**config.mk**
```make
export PLATFORM = sky130hd
export DESIGN_NAME = cordic_iter
export DESIGN_NICKNAME = d
export VERILOG_FILES = /design/src/rtl/cordic_iter.sv
export SDC_FILE = /design/constraint.sdc
export NUM_CORES = 1
export LEC_CHECK = 0
export ABC_AREA = 1
export CORE_ASPECT_RATIO = 0.75
export CORE_MARGIN = 3
export CORE_UTILIZATION = 50
export DETAILED_ROUTE_END_ITERATION = 7
export PLACE_DENSITY = 0.69
export SETUP_SLACK_MARGIN = 0.5
export SYNTH_ARGS = -nofsm -noshare
export SYNTH_HDL_FRONTEND = slang
export SYNTH_SLANG_ARGS = --single-unit
```
**constraint.sdc**
```tcl
create_clock -name clk -period 4.27 [get_ports clk]
set_input_delay 0.6405 -clock clk [delete_from_list [all_inputs] [get_ports clk]]
set_output_delay 0.6405 -clock clk [all_outputs]
set_load 0.01 [all_outputs]
```
**src/rtl/cordic_iter.sv**
```systemverilog
`default_nettype none
// ============================================================================
// Module      : cordic_iter
// Description : Iterative rotation-mode CORDIC, one micro-rotation per clock,
//               producing cos/sin of a signed fixed-point angle in radians.
// Revision    : 1.0 - initial release
// ============================================================================
module cordic_iter #(
    parameter int WIDTH = 24,
    parameter int ITER  = 24
) (
    input  logic             clk,
    input  logic             reset_n,
    input  logic             in_valid,
    output logic             in_ready,
    input  logic [WIDTH+1:0] in_angle,
    output logic             out_valid,
    input  logic             out_ready,
    output logic [WIDTH+1:0] out_cos,
    output logic [WIDTH+1:0] out_sin
);
    localparam int IW = WIDTH + 4;
    localparam int CW = (ITER > 1) ? $clog2(ITER) : 1;
    localparam int FB = 60;

    localparam logic [1:0] c_idle = 2'd0;
    localparam logic [1:0] c_run  = 2'd1;
    localparam logic [1:0] c_done = 2'd2;

    localparam logic [IW-1:0] c_k =
        IW'(((64'd6072529350 << WIDTH) + 64'd5000000000) / 64'd10000000000);

    // atan(1/n) * 2^FB by its Taylor series; used for the i = 0 entry via Machin.
    function automatic logic [63:0] atan_inv(input logic [63:0] n);
        logic [63:0] term;
        logic [63:0] sum;
        term = (64'd1 << FB) / n;
        sum  = 64'd0;
        for (int k = 0; k < 40; k++) begin
            if (k % 2 == 1) sum = sum - term / 64'(2 * k + 1);
            else            sum = sum + term / 64'(2 * k + 1);
            term = term / (n * n);
        end
        return sum;
    endfunction

    function automatic logic [63:0] atan_pow2(input int i);
        logic [63:0] term;
        logic [63:0] sum;
        term = 64'd1 << (FB - i);
        sum  = 64'd0;
        for (int k = 0; k < 40; k++) begin
            if (k % 2 == 1) sum = sum - term / 64'(2 * k + 1);
            else            sum = sum + term / 64'(2 * k + 1);
            term = term >> (2 * i);
        end
        return sum;
    endfunction

    function automatic logic [63:0] atan_round(input int i);
        logic [63:0] v;
        v = (i == 0) ? (64'd4 * atan_inv(64'd5) - atan_inv(64'd239)) : atan_pow2(i);
        return (v + (64'd1 << (FB - WIDTH - 1))) >> (FB - WIDTH);
    endfunction

    logic signed [IW-1:0] w_atan_tab [ITER];

    for (genvar g = 0; g < ITER; g++) begin : g_atan
        localparam logic [IW-1:0] c_val = IW'(atan_round(g));
        assign w_atan_tab[g] = c_val;
    end

    logic [1:0]           r_state;
    logic [CW-1:0]        r_iter;
    logic signed [IW-1:0] r_x;
    logic signed [IW-1:0] r_y;
    logic signed [IW-1:0] r_z;
    logic [WIDTH+1:0]     r_cos;
    logic [WIDTH+1:0]     r_sin;

    logic signed [IW-1:0] w_xs;
    logic signed [IW-1:0] w_ys;
    logic signed [IW-1:0] w_x_nxt;
    logic signed [IW-1:0] w_y_nxt;
    logic signed [IW-1:0] w_z_nxt;
    logic                 w_last;

    always_comb begin
        w_xs = r_x >>> r_iter;
        w_ys = r_y >>> r_iter;
        if (r_z[IW-1]) begin
            w_x_nxt = r_x + w_ys;
            w_y_nxt = r_y - w_xs;
            w_z_nxt = r_z + w_atan_tab[r_iter];
        end else begin
            w_x_nxt = r_x - w_ys;
            w_y_nxt = r_y + w_xs;
            w_z_nxt = r_z - w_atan_tab[r_iter];
        end
    end

    assign w_last = (r_iter == CW'(ITER - 1));

    always_ff @(posedge clk) begin
        if (!reset_n) begin
            r_state <= c_idle;
            r_iter  <= '0;
            r_x     <= '0;
            r_y     <= '0;
            r_z     <= '0;
            r_cos   <= '0;
            r_sin   <= '0;
        end else begin
            case (r_state)
                c_idle: begin
                    if (in_valid) begin
                        r_x     <= c_k;
                        r_y     <= '0;
                        r_z     <= {{2{in_angle[WIDTH+1]}}, in_angle};
                        r_iter  <= '0;
                        r_state <= c_run;
                    end
                end
                c_run: begin
                    r_x    <= w_x_nxt;
                    r_y    <= w_y_nxt;
                    r_z    <= w_z_nxt;
                    r_iter <= r_iter + 1'b1;
                    if (w_last) begin
                        r_cos   <= w_x_nxt[WIDTH+1:0];
                        r_sin   <= w_y_nxt[WIDTH+1:0];
                        r_state <= c_done;
                    end
                end
                c_done: begin
                    if (out_ready) r_state <= c_idle;
                end
                default: r_state <= c_idle;
            endcase
        end
    end

    assign in_ready  = (r_state == c_idle);
    assign out_valid = (r_state == c_done);
    assign out_cos   = r_cos;
    assign out_sin   = r_sin;

endmodule
`default_nettype wire

```
==> results of run 1 <==
## path summary, 6_finish.rpt
path | end | startpoint | cells after the start
worst max-delay path | r_x[26] | r_iter[0] | 29
worst min-delay path | out_cos[1] | out_cos[1] | 2
worst max register to register | r_x[26] | r_iter[0] | 29
worst min register to register | out_cos[1] | out_cos[1] | 2
## per-stage QoR
stage           util  setup TNS [ns]  setup WS, ns  instances  total power [uW]
2_1_floorplan      -               0         0.269       2414              7760
3_3_place_gp   0.644           -6.12        -0.493       3127             12000
3_5_place_dp   0.644           -7.21        -0.517       3127             12100
4_1_cts        0.701               0        0.0657       3194             14800
5_1_grt        0.734           -9.41        -0.345       3215             17400
6_report       0.734          -0.360       -0.0832       3215             16300
## critical path, delay by kind of cell (launching register included)
family	cells	cell delay, ns
AND/OR/NAND/NOR	19	2.29
flip-flops	1	0.38
adder cells (fa/ha/maj)	1	0.32
XOR/XNOR	1	0.17
buffers and inverters	3	0.40
AO/OA/AOI/OAI	5	0.60
## cell families (layout without fill, tap and decap cells)
| kind of cell | after synthesis | count (layout) | synth area share |
|---|---|---|---|
| AOI/OAI and AO/OA | 433 | 433 | 0.170 |
| xor gates and xnor gates | 130 | 130 | 0.0789 |
| buffers and inverters | 312 | 728 | 0.0889 |
| and+or+nand+nor | 1296 | 1296 | 0.375 |
| DFF | 143 | 143 | 0.198 |
| adders and majority gates | 100 | 100 | 0.0883 |
## power groups by stage
stage          combinational, uW  clock (uW)  sequential [uW]
2_1_floorplan               6030           0             1720
3_3_place_gp               10100           0             1850
3_5_place_dp               10200           0             1850
4_1_cts                    11400        1540             1830
5_1_grt                    13900        1580             1860
6_report                   13000        1530             1850
## Yosys cell counts (3+ instances only)
library cell / n / area, sq um
nor4_1: 9 / 56.3
a21boi_0: 3 / 22.5
nor3_2: 3 / 30.0
buf_6: 5 / 56.3
buf_4: 12 / 90.1
nand3_1: 281 / 1410
xor2_1: 77 / 674
o221ai_1: 7 / 61.3
inv_1: 194 / 728
nor2_1: 237 / 890
o21bai_1: 3 / 22.5
clkbuf_1: 59 / 221
nor2_2: 5 / 31.3
nand2_2: 5 / 31.3
o211ai_1: 46 / 345
nand4_1: 15 / 93.8
or2_2: 13 / 81.3
nand3b_1: 3 / 22.5
fa_1: 3 / 60.1
buf_2: 19 / 95.1
o21ai_0: 123 / 616
xnor2_1: 53 / 464
nor3_1: 13 / 65.1
a21oi_1: 198 / 991
o21a_1: 5 / 37.5
buf_1: 15 / 56.3
a31oi_1: 10 / 62.6
a211oi_1: 5 / 37.5
o21ai_1: 5 / 25.0
o221a_2: 4 / 45.0
dfxtp_1: 143 / 2860
a21o_1: 8 / 60.1
nand2_1: 708 / 2660
ha_1: 97 / 1210
inv_2: 4 / 15.0
o31ai_1: 4 / 30.0
## layer usage
metal	track usage	vias to the layer above
li1	-	8815
met1	0.532	8641
met3	0.0841	149
met5	0.0140	-
met2	0.546	1006
met4	0.116	2
## final cells by class
type                       instances  area (sq um)  share of cell area
clock inverter                    14           135             0.00653
inverter                         202           777              0.0375
tap                              385           482              0.0233
timing repair buffer             494          4100               0.198
multi-input combinational       1959         11900               0.575
timing repair inverter             1          8.76            0.000423
sequential                       143          2870               0.139
clock buffer                      17           425              0.0206
## state kept, by name (all words and copies together), names as in the netlist
| signal | count |
|---|---|
| r_x | 28 |
| r_z | 28 |
| r_iter | 5 |
| r_y | 28 |
| out_cos | 26 |
| out_sin | 26 |
| r_state | 2 |
## what timing repair did
action | CTS | global route
pin swaps | 86 | 69
cloned | 1 | 0
buffers inserted | 35 | 21
setup endpoints to repair | 94 | 109
gates resized for setup | 205 | 198
endpoints found under the hold margin | 0 | 0
hold buffers | 0 | 0
==> results.json, run 1 <==
{
  "period_minus_slack_ns": 4.35,
  "post-route-period-util": 1.02,
  "grt_antenna_before_repair": 0,
  "portBuffers": 83,
  "cp_max_fo": 15,
  "ys_warn_count": 0,
  "drt_iter0_drc": 2003,
  "hpwl_um": 44400,
  "slew_violations": 0,
  "cts_inserted_buffers": 17,
  "dr_wl_met3_um": 6350,
  "cts.sinks": 143,
  "grt.total_usage": 0.369,
  "hold_ws_ns": 0.471,
  "vias": 18600,
  "drc_errors": 0,
  "rows": 53,
  "cpPeakStageDelay_ns": 0.38,
  "drv_cap": 0,
  "intPower_uw": 8080,
  "gp_congestion": 1.03,
  "die_area_sq_um": 30900,
  "fin_nets": 2948,
  "r2r_slack_ns": -0.08,
  "clock_path_buffers": 2,
  "grt_overflow_total": 0,
  "status": "finished, violations left",
  "fmax_mhz": 230,
  "synth-edff-count": 0,
  "arrival_ns": 4.66,
  "ys_ff_latch": 143,
  "final-setup-viol-count": 11,
  "hold_viol_final": 0,
  "leakage_uw": 0.0103,
  "num-fill-cells": 2319,
  "irDropWorstVdd_uv": 741,
  "firstDrtPassIters": 6,
  "insertion_delay_ns": 0.47,
  "syn_area_sq_um": 14400,
  "die_h_um": 153,
  "clk_pin_slew_ns": 0.07,
  "finClkSkew_ns": 0.0130,
  "crit_top_cell": "nand2_1",
  "max-slew-margin-rel": 0.169,
  "cts_tree": "built",
  "cp-end-kind": "flip-flop",
  "drive_gt1_frac": 0.292,
  "combPwrFrac": 0.793,
  "fin_ws_ns": -0.0832,
  "wl_met2_um": 25000,
  "antenna_left": 0,
  "pwr-share-seq": 0.113,
  "grt_pass1_wl_um": 91700,
  "dieWidth_um": 202,
  "synth.avg_cell_area_sq_um": 5.98,
  "grt_pass1_vias": 17200,
  "synth.distinct_cells": 50,
  "grt_max_degree": 74,
  "synthCells": 2414,
  "mostFrequentLayoutCells": "619 x nand2_1, 387 x buf_4, 211 x nand3_1",
  "swShare": 0.505,
  "critPathLaunchType": "flip-flop",
  "ys.flop_type": "dfxtp_1",
  "mostFrequentLayoutCell": "nand2_1",
  "core_area_sq_um": 28200,
  "area_delta_synth_final_pct": 43.5,
  "hold_class": "reg2reg",
  "pwr-share-clk": 0.094,
  "clk_root_buffer_cell": "clkbuf_16",
  "power_density_nw_per_um2": 790,
  "ios": 84,
  "fin_area_sq_um": 20700,
  "via_per_inst": 5.79,
  "top_layer": "met5",
  "synth_fp_nets": 2544,
  "crit_path_top_delay_cell": "dfxtp_4",
  "start_util": 0.512,
  "ys_seq_area_frac": 0.198,
  "async_reset_ff_frac": 0,
  "place_area_sq_um": 18100,
  "worstPathRequired_ns": 4.58,
  "routed_wl_um": 60100,
  "num_antenna_cells": 0,
  "routedWlPerCell_um": 18.7,
  "p_sw_uw": 8260,
  "rsz0062_at_grt": "true",
  "tightestPinTransition_ns": 1.25,
  "cts_max_level": 4,
  "violations": "negative setup slack",
  "setup.worst_path.class": "reg2reg",
  "met1_length_um": 27000
}
Power figures use the tool's default switching activity.
==> run 2, diff against run 1 <==
--- a/config.mk
+++ b/config.mk
@@ -9,6 +9,7 @@
 export CORE_ASPECT_RATIO = 0.75
 export CORE_MARGIN = 3
 export CORE_UTILIZATION = 50
+export CTS_BUF_LIST = sky130_fd_sc_hd__clkbuf_2
 export DETAILED_ROUTE_END_ITERATION = 7
 export PLACE_DENSITY = 0.69
 export SETUP_SLACK_MARGIN = 0.5
==> run 2 against run 1 <==
  * The run still ends with negative setup slack left
  * Fmax fell by 3.6%
  * Routed wire length rose by 2.8%
  * Core utilization rose by 1.3 points
  * Flip-flop and latch count did not move
  * Largest cell class unchanged
  * Critical path type unchanged
  * Cell area rose by 1.8%
  * Combinational power rose by 5%
  * Via count rose by 1.7%
  * First-iteration DRC count rose by 3.2%
  * Non-clock buffer count rose by 27
  * Register-to-register slack got worse by 0.16 ns
==> results.json, run 2 (synthesized netlist as in run 1, its figures left out) <==
{
  "routedWlPerCell_um": 19.1,
  "place_area_sq_um": 18100,
  "status": "finished, violations left",
  "firstDrtPassIters": 8,
  "grt_max_degree": 74,
  "crit_top_cell": "nand2_1",
  "cts.sinks": 143,
  "drv_cap": 0,
  "hold_class": "in2reg",
  "max-slew-margin-rel": 0.0945,
  "arrival_ns": 5.33,
  "tightestPinTransition_ns": 1.36,
  "routed_wl_um": 61800,
  "final-setup-viol-count": 30,
  "dieWidth_um": 202,
  "critPathLaunchType": "flip-flop",
  "rsz0062_at_grt": "true",
  "hold_ws_ns": 0.382,
  "pwr-share-clk": 0.053,
  "hpwl_um": 44400,
  "cp_max_fo": 10,
  "insertion_delay_ns": 0.90,
  "p_sw_uw": 8530,
  "combPwrFrac": 0.833,
  "cts_tree": "built",
  "violations": "negative setup slack",
  "vias": 18900,
  "clock_path_buffers": 2,
  "post-route-period-util": 1.06,
  "crit_path_top_delay_cell": "dfxtp_4",
  "clk_pin_slew_ns": 0.31,
  "via_per_inst": 5.83,
  "clk_root_buffer_cell": "clkbuf_2",
  "hold_viol_final": 0,
  "period_minus_slack_ns": 4.52,
  "cp-end-kind": "flip-flop",
  "fin_util": 0.747,
  "fin_ws_ns": -0.248,
  "cts_max_level": 4,
  "die_h_um": 153,
  "slew_violations": 0,
  "fin_area_sq_um": 21100,
  "fin_nets": 2974,
  "mostFrequentLayoutCell": "nand2_1",
  "grt.total_usage": 0.367,
  "start_util": 0.512,
  "top_regs": "r_x x28, r_y x28, r_z x28",
  "pwr-share-seq": 0.114,
  "core_area_sq_um": 28200,
  "ios": 84,
  "mostFrequentLayoutCells": "599 x nand2_1, 405 x buf_4, 201 x nand3_1",
  "grt_overflow_total": 0,
  "grt_pass1_vias": 17100,
  "num-fill-cells": 2236,
  "drt_iter0_drc": 2067,
  "finClkSkew_ns": 0.0670,
  "cts_inserted_buffers": 17,
  "swShare": 0.524,
  "intPower_uw": 7750,
  "setup.worst_path.class": "reg2reg",
  "fmax_mhz": 221,
  "grt_pass1_wl_um": 91400,
  "gp_congestion": 1.03,
  "area_delta_synth_final_pct": 46.0,
  "rows": 53,
  "irDropWorstVdd_uv": 734,
  "power_density_nw_per_um2": 773,
  "antenna_left": 0,
  "portBuffers": 83,
  "leakage_uw": 0.0104,
  "die_area_sq_um": 30900,
  "worstPathRequired_ns": 5.08,
  "drc_errors": 0,
  "drive_gt1_frac": 0.323,
  "cpPeakStageDelay_ns": 0.45,
  "grt_antenna_before_repair": 1
}
-- run 2: stage by stage --
stage	instances	setup WS [ns]	total power, uW	setup TNS [ns]
2_1_floorplan	2414	0.269	7760	0
3_3_place_gp	3127	-0.493	12000	-6.12
3_5_place_dp	3127	-0.517	12100	-7.21
4_1_cts	3196	0.0280	14200	0
5_1_grt	3243	-0.427	17300	-13.62
6_report	3243	-0.248	16300	-2.72
-- run 2: per-layer routing --
| metal | vias to the layer above | wire length (um) | GRT usage |
|---|---|---|---|
| li1 | 8853 | - | - |
| met1 | 8901 | 27400 | 0.530 |
| met2 | 1009 | 26300 | 0.544 |
| met3 | 159 | 6360 | 0.0888 |
| met4 | 0 | 1750 | 0.0973 |
| met5 | - | 0 | 0.0140 |
-- run 2: what timing repair did --
item / 4_1_cts / 5_1_grt
pin swaps: 85 / 104
buffers inserted: 38 / 45
resized for setup: 200 / 313
hold buffers: 0 / 0
setup endpoints to repair: 94 / 111
-- run 2: area by class of cell --
type | count | area [sq um] | area share
Tap cell | 385 | 482 | 0.0229
Clock inverter | 14 | 135 | 0.00642
Timing Repair Buffer | 521 | 4380 | 0.208
Inverter | 202 | 787 | 0.0374
Clock buffer | 17 | 85.1 | 0.00404
Multi-Input combinational cell | 1959 | 12300 | 0.585
Antenna cell | 2 | 5.00 | 0.000238
Sequential cell | 143 | 2870 | 0.136
-- run 2: worst paths after layout --
kind / from / end / slack, ns / depth (start not counted)
worst max register to register: r_iter[0] / r_y[24] / -0.25 / 29
worst min register to register: out_cos[1] / out_cos[1] / 0.49 / 2
worst max-delay path: r_iter[0] / r_y[24] / -0.25 / 29
worst min-delay path: reset_n / r_x[5] / 0.38 / 4
-- run 2: critical path, delay by kind of cell, from the launching register on --
kind / cells / cell delay (ns)
compound gates: 3 / 0.45
xor+xnor: 2 / 0.42
fa+ha+maj: 1 / 0.22
buf+inv: 7 / 0.90
flops: 1 / 0.45
simple gates: 16 / 2.01
-- run 2: power groups by stage --
stage | Sequential, uW | Clock (uW) | Combinational, uW
6_report | 1860 | 862 | 13600
5_1_grt | 1870 | 912 | 14500
4_1_cts | 1830 | 871 | 11500
3_5_place_dp | 1850 | 0 | 10200
3_3_place_gp | 1850 | 0 | 10100
2_1_floorplan | 1720 | 0 | 6030
